<file path="config.mk">
export PLATFORM = sky130hd
export DESIGN_NAME = pmp_region_unit
export DESIGN_NICKNAME = d
export VERILOG_FILES = /design/src/rtl/pmp_region_unit.sv
export SDC_FILE = /design/constraint.sdc
export NUM_CORES = 1
export LEC_CHECK = 0
export ABC_AREA = 1
export BUFFER_PORTS_ARGS = -buffer_cell sky130_fd_sc_hd__buf_2
export CELL_PAD_IN_SITES_DETAIL_PLACEMENT = 0
export CELL_PAD_IN_SITES_GLOBAL_PLACEMENT = 1
export CORE_AREA = 2 2 122 124
export DETAILED_ROUTE_END_ITERATION = 6
export DIE_AREA = 0 0 124 126
export GPL_TIMING_DRIVEN = 1
export PLACE_DENSITY = 0.83
export SYNTH_ARGS = -nofsm -noshare
export SYNTH_HDL_FRONTEND = slang
export SYNTH_SLANG_ARGS = --single-unit
</file>
<file path="constraint.sdc">
create_clock -name clk -period 3.5 [get_ports clk]
set_input_delay 1.05 -clock clk [delete_from_list [all_inputs] [get_ports clk]]
set_output_delay 1.05 -clock clk [all_outputs]
set_load 0.01 [all_outputs]
</file>
<file path="src/rtl/pmp_region_unit.sv">
// Programmable memory-protection checker: NUM_REGIONS lockable base/limit/RWX entries, lowest index wins.
// One-cycle registered response with sticky fault capture; no backpressure, one request per cycle.
module pmp_region_unit #(
  parameter int         ADDR_W       = 8,
  parameter int         NUM_REGIONS  = 4,
  parameter logic [2:0] DEFAULT_PERM = 3'b000,
  parameter int         IDX_W        = $clog2(NUM_REGIONS + 1)
) (
  input  logic              clk,
  input  logic              reset,
  input  logic              cfg_we,
  input  logic [IDX_W-1:0]  cfg_idx,
  input  logic [ADDR_W-1:0] cfg_base,
  input  logic [ADDR_W-1:0] cfg_limit,
  input  logic [2:0]        cfg_perm,
  input  logic              cfg_en,
  input  logic              cfg_lock,
  output logic              cfg_err,
  input  logic              req_valid,
  input  logic [ADDR_W-1:0] req_addr,
  input  logic              req_read,
  input  logic              req_write,
  input  logic              req_exec,
  output logic              resp_valid,
  output logic              resp_granted,
  output logic [IDX_W-1:0]  resp_region,
  output logic              fault_valid,
  output logic [ADDR_W-1:0] fault_addr,
  output logic [2:0]        fault_type,
  output logic [IDX_W-1:0]  fault_region,
  output logic [7:0]        fault_count,
  input  logic              fault_clear
);

  typedef struct packed {
    logic [ADDR_W-1:0] base;
    logic [ADDR_W-1:0] limit;
    logic [2:0]        perm;
    logic              en;
    logic              lock;
  } region_t;

  localparam logic [IDX_W-1:0] NO_HIT = IDX_W'(NUM_REGIONS);

  region_t          tbl [NUM_REGIONS];

  logic             hit_found;
  logic [IDX_W-1:0] hit_idx;
  logic [2:0]       hit_perm;
  logic [2:0]       need;
  logic             grant_c;
  logic             deny_c;
  logic             cfg_idx_ok;
  logic             cfg_locked;
  logic             cfg_reject;

  // Lowest-index enabled entry containing the address decides; base>limit can never contain it.
  always_comb begin
    hit_found = 1'b0;
    hit_idx   = NO_HIT;
    hit_perm  = DEFAULT_PERM;
    for (int i = 0; i < NUM_REGIONS; i++) begin
      if (!hit_found && tbl[i].en && (tbl[i].base <= req_addr) && (req_addr <= tbl[i].limit)) begin
        hit_found = 1'b1;
        hit_idx   = IDX_W'(i);
        hit_perm  = tbl[i].perm;
      end
    end
  end

  assign need    = {req_exec, req_write, req_read};
  assign grant_c = ((need & ~hit_perm) == 3'b000);
  assign deny_c  = req_valid && !grant_c;

  always_comb begin
    cfg_locked = 1'b0;
    for (int i = 0; i < NUM_REGIONS; i++) begin
      if ((int'(cfg_idx) == i) && tbl[i].lock) cfg_locked = 1'b1;
    end
  end

  assign cfg_idx_ok = (int'(cfg_idx) < NUM_REGIONS);
  assign cfg_reject = cfg_we && (!cfg_idx_ok || cfg_locked);

  always_ff @(posedge clk) begin
    if (reset) begin
      for (int i = 0; i < NUM_REGIONS; i++) tbl[i] <= '0;
      cfg_err <= 1'b0;
    end else begin
      cfg_err <= cfg_reject;
      if (cfg_we && !cfg_reject) begin
        for (int i = 0; i < NUM_REGIONS; i++) begin
          if (int'(cfg_idx) == i) begin
            tbl[i] <= '{base: cfg_base, limit: cfg_limit, perm: cfg_perm, en: cfg_en, lock: cfg_lock};
          end
        end
      end
    end
  end

  // Grant/region hold their last value on idle cycles.
  always_ff @(posedge clk) begin
    if (reset) begin
      resp_valid   <= 1'b0;
      resp_granted <= 1'b0;
      resp_region  <= '0;
    end else begin
      resp_valid <= req_valid;
      if (req_valid) begin
        resp_granted <= grant_c;
        resp_region  <= hit_idx;
      end
    end
  end

  // Clear takes effect first, so a denial in the same cycle starts a fresh record.
  always_ff @(posedge clk) begin
    if (reset) begin
      fault_valid  <= 1'b0;
      fault_addr   <= '0;
      fault_type   <= '0;
      fault_region <= '0;
      fault_count  <= '0;
    end else begin
      if (fault_clear) begin
        fault_valid <= 1'b0;
        fault_count <= '0;
      end
      if (deny_c) begin
        if (!fault_valid || fault_clear) begin
          fault_valid  <= 1'b1;
          fault_addr   <= req_addr;
          fault_type   <= need;
          fault_region <= hit_idx;
          fault_count  <= 8'd1;
        end else if (fault_count != 8'hFF) begin
          fault_count <= fault_count + 8'd1;
        end
      end
    end
  end

endmodule

</file>
* After elaboration in Yosys (flattened, before gate mapping)
Memory sizes are Yosys's and may differ from the RTL's.
Index checks and enable logic that the tools add are counted.
** Storage, ports and cells
- Bits in latches :: 0
- Logic and storage cells :: 104
- Input bits :: 40
- Flip-flop bits (word level) :: 29
- Bits in writable memories :: 84
- Memories kept :: 1
- ROM bits :: 0
- Output and inout bits :: 29
** Memories
- tbl :: words 4, bits a word 21, read ports 4, clocked after Yosys merged registers in 0, wr ports 4, line 45 : region_t tbl [NUM_REGIONS];
** Cells by class
- Eq/ne operators :: 4
- Reduce and logical (&&, ||, !) cells :: 30
- Magnitude comparators :: 9
- $mul :: 0
- Shift-type cells :: 0
- Div/mod/pow operators :: 0
- Multiplexer cells :: 44
- Add/sub/neg operators :: 1
- Bitwise logic cells :: 6
** Operator list (number)
- $mux W21 :: 4
- $le A8 B8 Y1 :: 8
- $mux W8 :: 4
- $mux W1 :: 28
- $mux W3 :: 8
- $logic_and A1 B1 Y1 :: 18
- $add A8 B1 Y8 const B :: 1
- $ne A8 B8 Y1 const B :: 1
- $logic_not A1 Y1 :: 7
- $eq A3 B3 Y1 const B :: 2
- $logic_not A3 Y1 :: 2
- $or A1 B1 Y1 :: 4
- $and A3 B3 Y3 :: 1
- $eq A3 B2 Y1 const B :: 1
- $lt A3 B3 Y1 const B :: 1
- $not A3 Y3 :: 1
- $logic_or A1 B1 Y1 :: 2
- $reduce_and A2 Y1 :: 1

* Longest topological paths before layout
Gate-level depths: netlist of the first run.
- Word-level depth :: 25
- Gate-level depth with buffers :: 22

* Worst setup path after synthesis of the first run
No wires, ideal clock.
- Path kind :: input to register
- From :: input port req_addr[7]
- To :: register fault_addr[1]
- Stages on the path :: 18
- Arrival time :: 2.742 ns
- Path slack :: 0.648 ns
- Library setup time :: 0.110 ns
- Buffers on the path :: 1
- Data required time :: 3.390 ns
- Cells stage by stage :: inv_1 -> ha_1 -> nand2_1 -> nor2_1 -> nand2_1 -> nand2_1 -> nand2_2 -> nand3_4 -> nand2_1 -> nor2_4 -> nand3_1 -> nand3_1 -> nand3_2 -> nand3_2 -> buf_4 -> nand2_1 -> inv_1 -> nor2_1
** On the way
- Word-level cells in the longest chain between the ends :: 25
** RTL lines
- start, declared :: line 20 : input logic [ADDR_W-1:0] req_addr,
- $le A8 B8 Y1 :: line 63 : if (!hit_found && tbl[i].en && (tbl[i].base <= req_addr) && (req_addr <= tbl[i].limit)) begin
- $logic_and A1 B1 Y1 (2 in series) :: line 63
- $mux W1 :: line 63
- $logic_not A1 Y1 :: line 63
- $logic_and A1 B1 Y1 (3 in series) :: line 63
- $mux W1 :: line 63
- $logic_not A1 Y1 :: line 63
- $logic_and A1 B1 Y1 (3 in series) :: line 63
- [... 2 more ...]
- $logic_and A1 B1 Y1 (3 in series) :: line 63
- $mux W3 * :: line 63
- $not A3 Y3 * :: line 72 : assign grant_c = ((need & ~hit_perm) == 3'b000);
- $and A3 B3 Y3 * :: line 72
- $logic_not A3 Y1 * :: line 72
- $logic_not A1 Y1 * :: line 73 : assign deny_c = req_valid && !grant_c;
- $logic_and A1 B1 Y1 * :: line 73
- $reduce_and A2 Y1 (no line) *
- end signal, assigned :: line 132 : fault_addr <= req_addr;
- end, declared :: line 28 : output logic [ADDR_W-1:0] fault_addr,
Mark *: on every way between the ends. The rest lies on a longest branch, timed or not.
A chain may end at the register's enable or synchronous reset.

* Worst setup path in the final report of the first run
- From :: input port req_addr[3]
- To :: register fault_count[2]
** On the way
- Word-level cells in the longest chain between the ends :: 25
** RTL lines
- $le A8 B8 Y1 :: line 63
- $logic_and A1 B1 Y1 (2 in series) :: line 63
- $mux W1 :: line 63
- $logic_not A1 Y1 :: line 63
- $logic_and A1 B1 Y1 (3 in series) :: line 63
- $mux W1 :: line 63
- $logic_not A1 Y1 :: line 63
- $logic_and A1 B1 Y1 (3 in series) :: line 63
- [... 2 more ...]
- $logic_and A1 B1 Y1 (3 in series) :: line 63
- $mux W3 * :: line 63
- $not A3 Y3 * :: line 72
- $and A3 B3 Y3 * :: line 72
- $logic_not A3 Y1 * :: line 72
- $logic_not A1 Y1 * :: line 73
- $logic_and A1 B1 Y1 * :: line 73
- $mux W8 * :: line 129 : if (deny_c) begin
- end signal, assigned :: line 137 : fault_count <= fault_count + 8'd1;
- end, declared :: line 31 : output logic [7:0] fault_count,
Marked as above.

==> impl_metrics.py, run 1 <==
metrics = {
    "logic_synthesis": {
        "yosysSeqAreaShare_pct": 48.9,
        "synthTopCellsByArea": "edfxtp_1 40%, ha_1 13%, dfxtp_1 9.2%",
        "syn_area_sq_um": 6340,
        "postSynthAreaPerCell_sq_um": 8.52,
        "yosysMostFrequentCell": "nand2_1",
        "ys_seq_elements": 113,
        "synth_ff_type": "edfxtp_1",
        "synthesis.instances": 745,
        "synth_edf_count": 84,
        "synth_top_cell_by_area": "edfxtp_1",
        "synth_fp_nets": 850,
        "ys_types": 32,
        "synthTopCellsByCount": "141 x nand2_1, 138 x nor2_1, 133 x inv_1",
        "synthArstFlopShare_pct": 0,
        "synth_top_area_share_pct": 39.8,
        "ys_warn_count": 0,
    },
    "power": {
        "p_leak_uw": 0.00373,
        "ir_drop_uv": 293,
        "power_density_nw_per_um2": 492,
    },
    "clocking": {
        "cts_resized": 0,
        "ctsHoldBuffers": 0,
        "cts_setup_buffers": 0,
        "cts_sinks": 113,
        "cts_tree": "done",
        "clock_latency_ns": 0.42,
        "clockBufferDepth": 2,
        "cts.clk_slew.worst_paths_ns": 0.05,
        "cts-htree-levels": 4,
        "cts-root-buf": "clkbuf_16",
        "cts_buffers": 17,
    },
    "grt": {
        "grt_pass1_vias": 5109,
        "grt_pass1_wl_mm": 24.1,
        "grt.overflow.total": 0,
        "grtUsageTotal_pct": 20.1,
        "grt_max_degree": 32,
        "antenna_found_initial": 0,
    },
    "setup_path": {
        "cp.arrival_ns": 3.51,
        "critPathKind": "in -> reg",
        "slowest_stage": "ha_1",
        "crit_chain": "buf_2, inv_1, ha_1, a21oi_1, nand2_1, nand2_1, nand2_1, nand2_1, nand2_1, nor2_1, nand3_1, nand2_1, nor2_1, nand3_1, nand3_2, nand2_1, nand2_1, a21oi_1",
        "endpoint_kind": "flop",
        "cp_common_cell": "nand2_1",
        "required_ns": 3.84,
        "crit_start": "req_addr[3]",
        "slowest_delay_ns": 0.35,
        "path_max_fanout": 11,
        "start_kind": "input pin",
        "r2r_start": "tbl[1][16]",
    },
    "floorplan": {
        "initial_utilization_pct": 44.3,
        "chipHeight_microns": 126,
        "core_area_sq_um": 14300,
        "io_pins": 69,
        "rows": 44,
        "dieArea_sq_um": 15600,
        "die-width_microns": 124,
    },
    "sta": {
        "rsz0062_at_grt": "no",
        "max_slew_margin_pct": 49.1,
        "fmax_mhz": 316,
        "worstMarginPinSlew_ns": 0.762,
        "fin_crit_ns": 3.16,
        "fin_skew_ns": 0.00931,
        "setup_violations": 0,
        "whs_ns": 0.506,
        "timing.final.crit_share_pct": 90.4,
        "hold_viol": 0,
        "slew_violations": 0,
    },
    "layout": {
        "syn_to_final_growth_pct": 19.3,
        "antenna_cells": 0,
        "fin_util_pct": 52.9,
        "drive_gt1_share_pct": 15.3,
        "nNetsFinal": 936,
    },
    "routing": {
        "vias": 5080,
        "viasPerCell": 4.94,
        "drc_errors": 0,
        "detail_route.iter0.violations": 267,
        "ant_nets": 0,
        "post_drt_wl_per_cell_microns": 14.3,
        "first_pass_iters": 4,
        "wl_mm": 14.7,
    },
    "worst_hold_path": {
        "min_path_type": "reg -> reg",
        "hp-start": "fault_addr[2]",
    },
    "run_status": {
        "status": "completed",
    },
    "placed_design": {
        "place_hpwl_mm": 10.9,
        "gp_congestion": 0.790,
        "port_buffers": 68,
    },
    "run": {
        "max-cap-violations": 0,
    },
}
-- state kept, by name (all words and copies together) (netlist names) --
register	flops
resp_granted	1
resp_valid	1
tbl	84
fault_count	8
fault_addr	8
cfg_err	1
fault_valid	1
resp_region	3
fault_type	3
fault_region	3
-- kinds of logic after synthesis --
logic type	after synthesis	synth area share (%)
buffers and inverters	159	9.72
and+or+nand+nor	346	23.0
AOI/OAI and AO/OA	60	5.28
xor gates and xnor gates	2	0.276
adders and majority gates	65	12.8
DFF	113	48.9
-- area by class of cell --
cell class	instances	area, sq um
clock buffer	20	437
clock inverter	12	165
fill	1342	6750
inverter	138	518
multi-input combinational	473	2630
sequential	113	3100
tap	184	230
timing repair buffer	88	490
-- layout by cell type (no fill, tap or decap), drive strengths merged, types with 3 or more instances in the layout --
cell	Yosys	routed
ha	65	65
edfxtp	84	84
inv	137	137
nand3	29	29
dfxtp	29	29
nor3	8	8
a31oi	3	3
nor2	140	140
bufinv	0	4
clkinv	1	7
a21o	3	3
buf	14	88
nand2	143	143
nand4	24	24
a21oi	38	38
o21a	3	3
clkbuf	7	20
o21ai	8	8
-- through the flow --
step	worst slack (ns)	instances	total power, uW	TNS [ns]	area, sq um
3_3_place_gp	0.0808	996	1950	0	6970
2_1_floorplan	0.648	745	1810	0	6340
6_report	0.337	1028	3720	0	7570
4_1_cts	0.338	1028	3750	0	7570
5_1_grt	0.0469	1028	3860	0	7570
3_5_place_dp	-0.0779	996	1970	-0.438	6970
-- report_power, final --
group	switching, uW	internal (uW)
clock	601	1180
combinational	267	150
sequential	24.7	1500
-- routing by layer --
layer,up-vias,track usage [%],routed length [microns]
li1,2575,-,-
met1,2392,23.9,6390
met2,94,36.1,7530
met3,19,3.85,522
met4,0,6.74,215
met5,-,0,0
-- path summary, 6_finish.rpt --
check	endpoint	slack, ns	cells after the start
hold reg to reg	fault_addr[2]	0.51	4
setup reg to reg	fault_count[2]	0.92	16
hold / removal	fault_addr[2]	0.51	4
setup / recovery	fault_count[2]	0.34	18
-- critical path: cells and delay by family --
family / cells / cell delay, ns
and+or+nand+nor: 13 / 1.47
AOI/OAI and AO/OA: 2 / 0.36
buffers and inverters: 2 / 0.29
adders and majority gates: 1 / 0.35
Note: power is estimated with default switching activity, not from simulation.
==> inputs of run 2 (changes only) <==
- CORE_AREA: 2 2 122 124 -> 2 2 145 105
- DIE_AREA: 0 0 124 126 -> 0 0 147 107
==> run 2 against run 1 <==
  * Total power is 1.5% lower
  * Critical path depth is 1 lower
  * Clock-buffer cell count is 9 higher
  * Flip-flop and latch count stayed put
  * Via count is 0.41% higher
  * Cell area is 0.55% higher
  * Largest cell class unchanged
  * Largest power group unchanged
==> impl_metrics.py, run 2 (synthesis results as in run 1) <==
metrics = {
    "setup_path": {
        "r2r_start": "tbl[1][12]",
        "path_max_fanout": 14,
        "required_ns": 3.81,
        "critPathKind": "in -> reg",
        "rr_worst_depth": 17,
        "ff2ff_setup_slack_ns": 1.02,
        "cp.arrival_ns": 3.39,
        "crit_start": "req_addr[3]",
        "cp-endpoint": "fault_region[1]",
        "r2r_end": "fault_region[1]",
        "endpoint_kind": "flop",
        "start_kind": "input pin",
    },
    "clocking": {
        "ctsHoldBuffers": 0,
        "cts-root-buf": "clkbuf_16",
        "clockBufferDepth": 2,
        "cts_resized": 0,
        "cts-htree-levels": 4,
        "cts_buffers": 17,
        "clock_latency_ns": 0.42,
        "cts_sinks": 113,
        "cts.clk_slew.worst_paths_ns": 0.05,
        "cts_tree": "done",
        "cts_setup_buffers": 0,
    },
    "routing": {
        "post_drt_wl_per_cell_microns": 14.7,
        "viasPerCell": 4.90,
        "ant_nets": 0,
        "drc_errors": 0,
        "wl_mm": 15.4,
        "detail_route.iter0.violations": 376,
        "vias": 5101,
        "first_pass_iters": 5,
    },
    "layout": {
        "regMostFlops": "tbl",
        "drive_gt1_share_pct": 15.4,
        "antenna_cells": 0,
        "final_cell_mix": "141 x nand2_1, 138 x nor2_1, 133 x inv_1",
        "fillers": 1319,
        "top_regs": "tbl: 84 flops, fault_addr: 8 flops, fault_count: 8 flops",
        "syn_to_final_growth_pct": 19.9,
        "nNetsFinal": 938,
        "layout_commonest_cell": "nand2_1",
        "largest_register_ffs": 84,
    },
    "sta": {
        "fin_crit_ns": 3.07,
        "timing.final.crit_share_pct": 87.9,
        "max_slew_margin_pct": 63.7,
        "rsz0062_at_grt": "no",
        "finalWorstSetupSlack_ns": 0.425,
        "final.setup.tns_ns": 0,
        "hold_viol": 0,
        "setup_violations": 0,
        "worstMarginPinSlew_ns": 0.544,
        "fin_skew_ns": 0.0102,
        "fmax_mhz": 325,
        "slew_violations": 0,
    },
    "floorplan": {
        "dieArea_sq_um": 15700,
        "rows": 37,
        "die-width_microns": 147,
        "io_pins": 69,
        "initial_utilization_pct": 44.2,
        "chipHeight_microns": 107,
        "core_area_sq_um": 14400,
    },
    "run": {
        "max-cap-violations": 0,
    },
    "grt": {
        "antenna_found_initial": 0,
        "grt_max_degree": 32,
        "grt.overflow.total": 0,
        "grt_pass1_wl_mm": 24.7,
        "grt_pass1_vias": 4932,
        "grtUsageTotal_pct": 20.5,
    },
    "worst_hold_path": {
        "min_path_type": "reg -> reg",
    },
    "power": {
        "ir_drop_uv": 343,
        "p_leak_uw": 0.00375,
        "power_density_nw_per_um2": 482,
        "fin_total_pwr_uw": 3670,
    },
    "placed_design": {
        "dp_slack_ns": 0.0469,
        "place_hpwl_mm": 11.5,
        "gp_congestion": 0.822,
        "port_buffers": 68,
    },
    "run_status": {
        "status": "completed",
    },
}
run 2: changes by cell type in the layout (fill, tap and decap cells not counted):
cell	delta
buf_12	+1
buf_4	+1
bufinv_16	-3
clkbuf_1	+1
clkbuf_16	+1
clkbuf_8	+7
clkinv_2	-4
clkinvlp_4	-2
run 2: per-layer routing:
layer  routed length [microns]  track usage [%]  up-vias  part of all wire, %
met2                      6900             32.5      118                   45
li1                          -                -     2587                    -
met1                      7530             28.4     2384                   49
met5                         0                0        -                    0
met4                       170             6.39        0                  1.1
met3                       749             4.13       12                  4.9
run 2: cell type report:
type                       instances  area (sq um)  share of cell area [%]
clock buffer                      29           562                    7.38
clock inverter                     3          40.0                   0.526
inverter                         138           518                    6.81
multi-input combinational        473          2630                    34.5
sequential                       113          3100                    40.8
tap                              195           244                    3.21
timing repair buffer              90           518                    6.81
run 2: worst max-delay path, stage by stage:
cell and delay (ns):
buf_2 0.13, inv_1 0.25, ha_1 0.30, a21oi_1 0.16, o21ai_0 0.11, nand2_1 0.07
nand3_1 0.07, nand2_1 0.15, nand2_1 0.07, nor2_1 0.24, nand3_1 0.11, nand3_1 0.10
nand3_2 0.12, nand3_2 0.24, nand2_1 0.09, inv_1 0.07, nor2_1 0.04
run 2: worst min path at each step:
| stage | start | endpoint | cells past startpoint |
|---|---|---|---|
| 6_report | fault_region[0] | fault_region[0] | 4 |
| 5_1_grt | fault_region[0] | fault_region[0] | 4 |
| 4_1_cts | fault_region[0] | fault_region[0] | 4 |
| 3_5_place_dp | fault_region[0] | fault_region[0] | 4 |
| 3_3_place_gp | resp_region[0] | resp_region[0] | 2 |
| 2_1_floorplan | tbl[3][0] | cfg_err | 2 |
run 2: through the flow:
stage                     instances  hold WS (ns)  utilization [%]  area (sq um)
after detailed placement       1009         0.507             48.8          7010
after global placement         1009         0.494             48.8          7010
final                          1041         0.507             53.0          7610
after floorplan                 745         0.477                -          6340
after CTS                      1041         0.515             53.0          7610
after global routing           1041         0.534             53.0          7610
run 2: power breakdown:
group          internal, uW  total [uW]  switching, uW  leakage, uW
Combinational           151         423            272      0.00233
Clock                  1150        1720            570     0.000299
Sequential             1500        1530           25.8      0.00112
Total                  2800        3670            868      0.00375
==> inputs of run 3 (changes only) <==
- ABC_AREA: 1 -> not set
- CORE_AREA: 2 2 145 105 -> 2 2 143 103
- DIE_AREA: 0 0 147 107 -> 0 0 145 105
==> run 3 against run 2 <==
  * Combinational power grew 21%
  * Total power is 1.0% higher
  * Final cell count fell by 14%
  * Cell area grew 3.6%
  * First-iteration DRC count shrank 18%
  * Sequential share of layout area shrank 1.4 points
==> impl_metrics.py, run 3 <==
metrics = {
    "sta": {
        "setup_violations": 0,
        "finalWorstSetupSlack_ns": 0.138,
        "fin_crit_ns": 3.36,
        "fin_skew_ns": 0.00858,
        "rsz0062_at_grt": "no",
        "max_slew_margin_pct": 58.3,
        "hold_viol": 0,
        "fmax_mhz": 297,
        "slew_violations": 0,
        "final.setup.tns_ns": 0,
        "worstMarginPinSlew_ns": 0.623,
        "timing.final.crit_share_pct": 96.1,
    },
    "setup_path": {
        "r2r_end": "fault_count[6]",
        "cp.arrival_ns": 3.66,
        "critPathKind": "in -> reg",
        "required_ns": 3.80,
        "r2r_start": "tbl[1][10]",
        "cp_common_cell": "buf_4",
        "slowest_delay_ns": 0.34,
        "crit_chain": "buf_2, buf_4, ha_1, nand4_1, a21oi_1, o21ai_0, buf_4, and2_2, a21boi_1, and3_1, nor2_2, a311o_1",
        "rr_worst_depth": 11,
        "ff2ff_setup_slack_ns": 0.60,
        "path_max_fanout": 5,
        "endpoint_kind": "flop",
        "slowest_stage": "a21boi_1",
        "start_kind": "input pin",
    },
    "power": {
        "p_leak_uw": 0.00343,
        "ir_drop_uv": 346,
        "power_density_nw_per_um2": 470,
    },
    "floorplan": {
        "core_area_sq_um": 13700,
        "rows": 36,
        "dieArea_sq_um": 15200,
        "initial_utilization_pct": 46.6,
        "io_pins": 69,
        "die-width_microns": 145,
        "chipHeight_microns": 105,
    },
    "clocking": {
        "cts_tree": "done",
        "clock_latency_ns": 0.42,
        "cts-htree-levels": 4,
        "ctsHoldBuffers": 0,
        "cts.clk_slew.worst_paths_ns": 0.05,
        "cts_buffers": 17,
        "cts-root-buf": "clkbuf_16",
        "cts_sinks": 113,
        "clockBufferDepth": 2,
    },
    "grt": {
        "grtUsageTotal_pct": 21.9,
        "antenna_found_initial": 0,
        "grt.overflow.total": 0,
        "grt_max_degree": 29,
        "grt_pass1_vias": 4779,
        "grt_pass1_wl_mm": 25.4,
    },
    "worst_hold_path": {
        "hp-start": "fault_addr[2]",
        "min_path_cells": 2,
        "min_path_type": "reg -> reg",
        "hold_end": "fault_addr[2]",
    },
    "logic_synthesis": {
        "ys_types": 65,
        "synthTopCellsByArea": "edfxtp_1 39%, ha_1 13%, dfxtp_1 9.1%",
        "yosysMostFrequentCell": "and2_1",
        "synth_ff_type": "edfxtp_1",
        "synthArstFlopShare_pct": 0,
        "ys_warn_count": 0,
        "postSynthAreaPerCell_sq_um": 11.1,
        "yosysSeqAreaShare_pct": 48.4,
        "synth_top_cell_by_area": "edfxtp_1",
        "synthesis.instances": 578,
        "syn_area_sq_um": 6410,
        "synth_top_area_share_pct": 39.4,
        "synth_edf_count": 84,
        "synth_fp_nets": 683,
        "synthTopCellsByCount": "88 x and2_1, 84 x edfxtp_1, 65 x ha_1",
        "ys_seq_elements": 113,
    },
    "placed_design": {
        "gp_congestion": 0.832,
        "port_buffers": 68,
        "place_hpwl_mm": 12.1,
        "dp_slack_ns": -0.305,
    },
    "layout": {
        "largest_register_ffs": 84,
        "regMostFlops": "tbl",
        "top_regs": "tbl: 84 flops, fault_addr: 8 flops, fault_count: 8 flops",
        "syn_to_final_growth_pct": 23.1,
        "layout_commonest_cell": "and2_1",
        "fillers": 1179,
        "multiInputGateArea_sq_um": 3080,
        "drive_gt1_share_pct": 24.0,
        "seqCellArea_sq_um": 3100,
        "nNetsFinal": 799,
        "final_cell_mix": "88 x and2_1, 84 x edfxtp_1, 68 x buf_2",
        "antenna_cells": 0,
    },
    "routing": {
        "wl_mm": 16.2,
        "first_pass_iters": 6,
        "viasPerCell": 5.41,
        "ant_nets": 0,
        "post_drt_wl_per_cell_microns": 18.0,
        "vias": 4851,
        "detail_route.iter0.violations": 308,
        "drc_errors": 0,
    },
    "run_status": {
        "status": "completed",
    },
    "run": {
        "max-cap-violations": 0,
    },
}
[run 3: cell types whose count changed after synthesis, moves of 6 or more]
cell | previous run | this run
buf_2 | 10 | 0
a21oi_1 | 38 | 30
inv_1 | 133 | 49
nand4_1 | 24 | 15
and2_1 | 1 | 88
nand2_1 | 141 | 51
nor2b_1 | 0 | 9
clkbuf_1 | 7 | 13
o21ai_0 | 8 | 16
nor2_1 | 138 | 17
mux2i_1 | 0 | 16
nand3_1 | 25 | 9
[run 3: where the power goes]
| part | internal [uW] | switching (uW) |
|---|---|---|
| sequential | 1510 | 32.2 |
| combinational | 221 | 291 |
| clock | 1060 | 594 |
| total | 2790 | 917 |
[run 3: routing by layer]
layer	vias to the layer above	global-route usage (%)	wire, microns
li1	2324	-	-
met1	2394	31.6	8250
met2	112	32.9	7010
met3	21	4.72	707
met4	0	6.44	213
met5	-	0	0
[run 3: worst max-delay path by stage]
stage	start	endpoint	slack, ns	cells past startpoint
2_1_floorplan	cfg_idx[0]	tbl[3][0]	-0.28	4
3_3_place_gp	req_addr[1]	fault_count[3]	-0.22	13
3_5_place_dp	req_addr[1]	fault_addr[5]	-0.31	13
4_1_cts	req_addr[5]	fault_addr[5]	0.10	10
5_1_grt	req_addr[1]	fault_count[1]	0.01	14
6_report	req_addr[7]	fault_count[6]	0.14	12
[run 3: cell families (layout without fill, tap and decap cells)]
| kind of cell | Yosys count | after routing | share of synthesized area (%) |
|---|---|---|---|
| buffers and inverters | 65 | 194 | 4.12 |
| muxes | 17 | 17 | 2.85 |
| adders and majority gates | 65 | 65 | 12.7 |
| and+or+nand+nor | 215 | 215 | 18.8 |
| DFF | 113 | 113 | 48.4 |
| AOI/OAI and AO/OA | 102 | 102 | 13.0 |
| xor gates and xnor gates | 1 | 1 | 0.137 |
[run 3: critical path: cells and delay by family]
kind            cells  cell delay (ns)
simple gates        4             0.84
compound gates      4             0.95
fa+ha+maj           1             0.31
buf+inv             3             0.50
[run 3: cell type report]
type                    count  share of cell area (%)
clock buffers              28                    6.96
clock inverters             4                   0.270
inverters                  50                    2.38
multi-input cells         400                    39.0
flip-flops and latches    113                    39.3
well taps                 190                    3.01
repair buffers            112                    8.98
[run 3: metrics by stage]
step | util [%] | instances | hold WS (ns) | total power, uW | instance area (sq um)
after floorplan | - | 578 | 0.479 | 1850 | 6410
after global placement | 53.0 | 864 | 0.442 | 2040 | 7280
after detailed placement | 53.0 | 864 | 0.456 | 2060 | 7280
after CTS | 57.1 | 896 | 0.467 | 3710 | 7850
after global routing | 57.4 | 897 | 0.488 | 3830 | 7890
final | 57.4 | 897 | 0.462 | 3710 | 7890
[run 3: timing repair]
action,CTS,global route
buffers inserted,0,1
resized for setup,0,2
endpoints found under the setup margin,0,14
endpoints found under the hold margin,0,0
